[src/rtl/sar_search.sv]
// Successive-approximation search engine: drives trial into a combinational
// magnitude comparator and reconstructs the comparator's hidden operand from gt/lt/eq.
module sar_search #(
    parameter int WIDTH = 16,
    parameter int CNT_W = 5
) (
    input  logic             clk,
    input  logic             rst,
    input  logic             start,
    input  logic             cmp_gt,
    input  logic             cmp_lt,
    input  logic             cmp_eq,
    output logic [WIDTH-1:0] trial,
    output logic             busy,
    output logic             done,
    output logic [WIDTH-1:0] result,
    output logic             exact,
    output logic             err,
    output logic [CNT_W-1:0] compares
);

    localparam int KW = (WIDTH > 2) ? $clog2(WIDTH) : 1;

    typedef enum logic {
        S_IDLE,
        S_SEARCH
    } state_t;

    state_t           state_q, state_d;
    logic [WIDTH-1:0] trial_q, trial_d;
    logic [WIDTH-1:0] result_q, result_d;
    logic [KW-1:0]    k_q, k_d;
    logic [CNT_W-1:0] cnt_q, cnt_d;
    logic             exact_q, exact_d;
    logic             err_q, err_d;
    logic             done_q, done_d;

    logic [WIDTH-1:0] trial_upd;
    logic [KW-1:0]    k_m1;
    logic             one_hot;

    assign k_m1    = k_q - 1'b1;
    assign one_hot = ({cmp_gt, cmp_lt, cmp_eq} == 3'b100) ||
                     ({cmp_gt, cmp_lt, cmp_eq} == 3'b010) ||
                     ({cmp_gt, cmp_lt, cmp_eq} == 3'b001);

    always_comb begin
        state_d   = state_q;
        trial_d   = trial_q;
        result_d  = result_q;
        k_d       = k_q;
        cnt_d     = cnt_q;
        exact_d   = exact_q;
        err_d     = err_q;
        done_d    = 1'b0;
        trial_upd = trial_q;

        case (state_q)
            S_IDLE: begin
                if (start) begin
                    state_d = S_SEARCH;
                    trial_d = {1'b1, {(WIDTH-1){1'b0}}};
                    k_d     = KW'(WIDTH - 1);
                    cnt_d   = '0;
                    exact_d = 1'b0;
                    err_d   = 1'b0;
                end
            end
            S_SEARCH: begin
                cnt_d = cnt_q + 1'b1;
                // Decide bit k from the flags, then probe the next lower bit.
                if (cmp_gt) begin
                    trial_upd[k_q] = 1'b0;
                end
                if (k_q != '0) begin
                    trial_upd[k_m1] = 1'b1;
                end
                if (!one_hot) begin
                    result_d = '0;
                    err_d    = 1'b1;
                    state_d  = S_IDLE;
                    done_d   = 1'b1;
                end else if (cmp_eq) begin
                    result_d = trial_q;
                    exact_d  = 1'b1;
                    state_d  = S_IDLE;
                    done_d   = 1'b1;
                end else if (k_q != '0) begin
                    trial_d = trial_upd;
                    k_d     = k_m1;
                end else begin
                    trial_d  = trial_upd;
                    result_d = trial_upd;
                    exact_d  = 1'b0;
                    state_d  = S_IDLE;
                    done_d   = 1'b1;
                end
            end
            default: state_d = S_IDLE;
        endcase
    end

    always_ff @(posedge clk) begin
        if (rst) begin
            state_q  <= S_IDLE;
            trial_q  <= '0;
            result_q <= '0;
            k_q      <= '0;
            cnt_q    <= '0;
            exact_q  <= 1'b0;
            err_q    <= 1'b0;
            done_q   <= 1'b0;
        end else begin
            state_q  <= state_d;
            trial_q  <= trial_d;
            result_q <= result_d;
            k_q      <= k_d;
            cnt_q    <= cnt_d;
            exact_q  <= exact_d;
            err_q    <= err_d;
            done_q   <= done_d;
        end
    end

    assign trial    = trial_q;
    assign busy     = (state_q == S_SEARCH);
    assign done     = done_q;
    assign result   = result_q;
    assign exact    = exact_q;
    assign err      = err_q;
    assign compares = cnt_q;

endmodule

[config.mk]
export PLATFORM = sky130hd
export DESIGN_NAME = sar_search
export DESIGN_NICKNAME = d
export VERILOG_FILES = /design/src/rtl/sar_search.sv
export SDC_FILE = /design/constraint.sdc
export NUM_CORES = 1
export LEC_CHECK = 0
export CAP_MARGIN = 0
export CORE_UTILIZATION = 40
export CTS_BUF_LIST = sky130_fd_sc_hd__clkbuf_2
export DETAILED_ROUTE_END_ITERATION = 10
export PLACE_DENSITY = 0.62
export SLEW_MARGIN = 30
export SYNTH_ARGS = -nofsm -noshare
export SYNTH_HDL_FRONTEND = slang
export SYNTH_SLANG_ARGS = --single-unit
[constraint.sdc]
create_clock -name clk -period 3.15 [get_ports clk]
set_clock_uncertainty 0.1 [all_clocks]
set_input_delay 0.7875 -clock clk [delete_from_list [all_inputs] [get_ports clk]]
set_output_delay 0.7875 -clock clk [all_outputs]
set_load 0.1 [all_outputs]
==> metrics.yaml <==
finalNetCount: 348
place_congestion: 0.777
drc: 0
synth-async-reset-ratio_pct: 0
end_kind: "flip-flop"
cts-resized-gates: 0
fp-row-count: 28
wire_per_inst_um: 16.1
antenna_found_initial: 0
yosysWarnings: 0
grt_pass1_vias: 2110
netlist_instances: 301
fin_crit_ps: 2660
netlist_area_um2: 2530
die_h_um: 81.5
syn_area_per_cell_um2: 8.40
ys_seq_elements: 45
tns_ps: 0
diodes: 0
cts_buffers: 5
synth_edf_count: 0
initial_core_util_pct: 42.2
fillerInstances: 614
hold_depth: 2
cts_tree: "built"
portBuffers: 46
placedInstanceArea_um2: 2940
core_um2: 5990
grt_pass1_wl_um: 10700
ir_drop_uv: 216
register_area_um2: 901
drtAntennaViolNets: 0
critPathLaunchType: "flip-flop"
synthFlopType: "dfxtp_1"
fmax_mhz: 375
vias: 2437
period_share_pct: 84.6
drtPass1Iterations: 4
worstSetupPathType: "flip-flop to flip-flop"
layout_common_cells: "53 x buf_4, 45 x dfxtp_1, 18 x nand2_1"
slew_headroom_pct: 34.9
final_max_slew_viol_count: 0
fp.dieArea_um2: 6640
dp_hpwl_um: 4510
hold_viol: 0
first_iter_violations: 173
post-cts-setup-buffers: 0
multi_input_area_um2: 1450
tightestPinTransition_ps: 975
totalWireLength_um: 6640
cp_max_fo: 14
areaGrowthSynthToFinish_pct: 17.8
maxCapViolations: 0
critPathArrivalTime_ps: 2950
required_ps: 3430
clock_path_buffers: 2
run_status: "finished, final reports clean"
stdcell_count: 412
clk_latency_ps: 410
final_common_cell: "buf_4"
ios: 47
worstRegToRegCells: 7
hold_path.class: "flip-flop to flip-flop"
rsz0062_at_grt: "false"
p_leak_uw: 0.00117
gr-total-overflow: 0
utilization_pct: 49.7
synth_nets: 312
power_per_cell_area_nw_per_um2: 391
grt_start_max_net_pins: 30
dp.cells: 405
cts.sinks: 45
fin_area_um2: 2980
setup_viol: 0
clkTransAtPathRegs_ps: 230
htreeDepth: 2
die_w_um: 81.5
cts_root_buffer: "clkbuf_2"
yosysUniqueCellTypes: 60
holdBufCountCts: 0
yosysSeqAreaShare_pct: 35.6
via_per_inst: 5.92
track_usage_pct: 21.1
drive_above_1_share_pct: 21.1
holdWs_ps: 385
## cell usage after synthesis, types with 4 or more instances
cell      number  area (µm²)
buf_2          7        35.0
a311oi_1       6        52.6
o21a_1         4        30.0
nand2b_1      12        75.1
o21ai_0       16        80.1
o211ai_1       4        30.0
dfxtp_1       45         901
nor2_1        15        56.3
nand2_1       18        67.6
o31ai_1        4        30.0
nor3_1         9        45.0
clkbuf_1      18        67.6
a32o_1        13         130
inv_1         12        45.0
nor3b_1        4        30.0
a22o_1        10        87.6
nand3_1       10        50.1
ha_1           5        62.6
nand4_1        6        37.5
a21oi_1       17        85.1
## critical path, cell delays in order (launching register included)
cell and delay, ps:
dfxtp_1 620, inv_1 120, ha_1 370, buf_4 250
or2_2 280, o31ai_1 480, a221o_1 260, a32o_1 150
## cell families after synthesis
kind of cell,Yosys count,share of synthesized area (%)
buffers and inverters,44,7.18
and+or+nand+nor,92,19.5
adders and majority gates,5,2.48
DFF,45,35.6
muxes,2,0.842
xor gates and xnor gates,6,2.38
AOI/OAI and AO/OA,107,32.0
## per-stage QoR
step / power, µW / setup slack [ps]
2_1_floorplan: 853 / 950
3_3_place_gp: 932 / 328
3_5_place_dp: 933 / 307
4_1_cts: 1170 / 463
5_1_grt: 1220 / 242
6_report: 1160 / 486
## final timing paths
check / from / slack [ps] / to
min: trial[12] / 380 / trial[12]
max reg2reg: k_q[0] / 490 / result[0]
max: k_q[0] / 490 / result[0]
min reg2reg: trial[12] / 380 / trial[12]
## state kept, by name, indices dropped and copies added, names as in the netlist
| signal | flops |
|---|---|
| err | 1 |
| k_q | 4 |
| trial | 16 |
| exact | 1 |
| busy | 1 |
| compares | 5 |
| done | 1 |
| result | 16 |
## layout make-up
| class | count | share of cell area [%] |
|---|---|---|
| Tap cell | 75 | 3.15 |
| Clock inverter | 1 | 0.126 |
| Timing Repair Buffer | 58 | 15.0 |
| Multi-Input combinational cell | 212 | 48.5 |
| Sequential cell | 45 | 30.3 |
| Inverter | 15 | 1.89 |
| Clock buffer | 6 | 1.01 |
## routing by layer
metal	part of all wire, %	up-vias	track usage (%)	wire [µm]
met3	6.3	4	4.00	417
met5	0	-	0	0
met4	0.86	0	6.07	57
met2	45	80	31.9	3010
met1	47	1147	30.2	3150
li1	-	1206	-	-
## report_power, final
| group | total, µW | switching (µW) | internal [µW] |
|---|---|---|---|
| registers | 616 | 30.9 | 585 |
| clock network | 238 | 186 | 51.8 |
| logic | 311 | 217 | 93.7 |
| total | 1160 | 434 | 731 |
(Power assumes the default switching activity.)
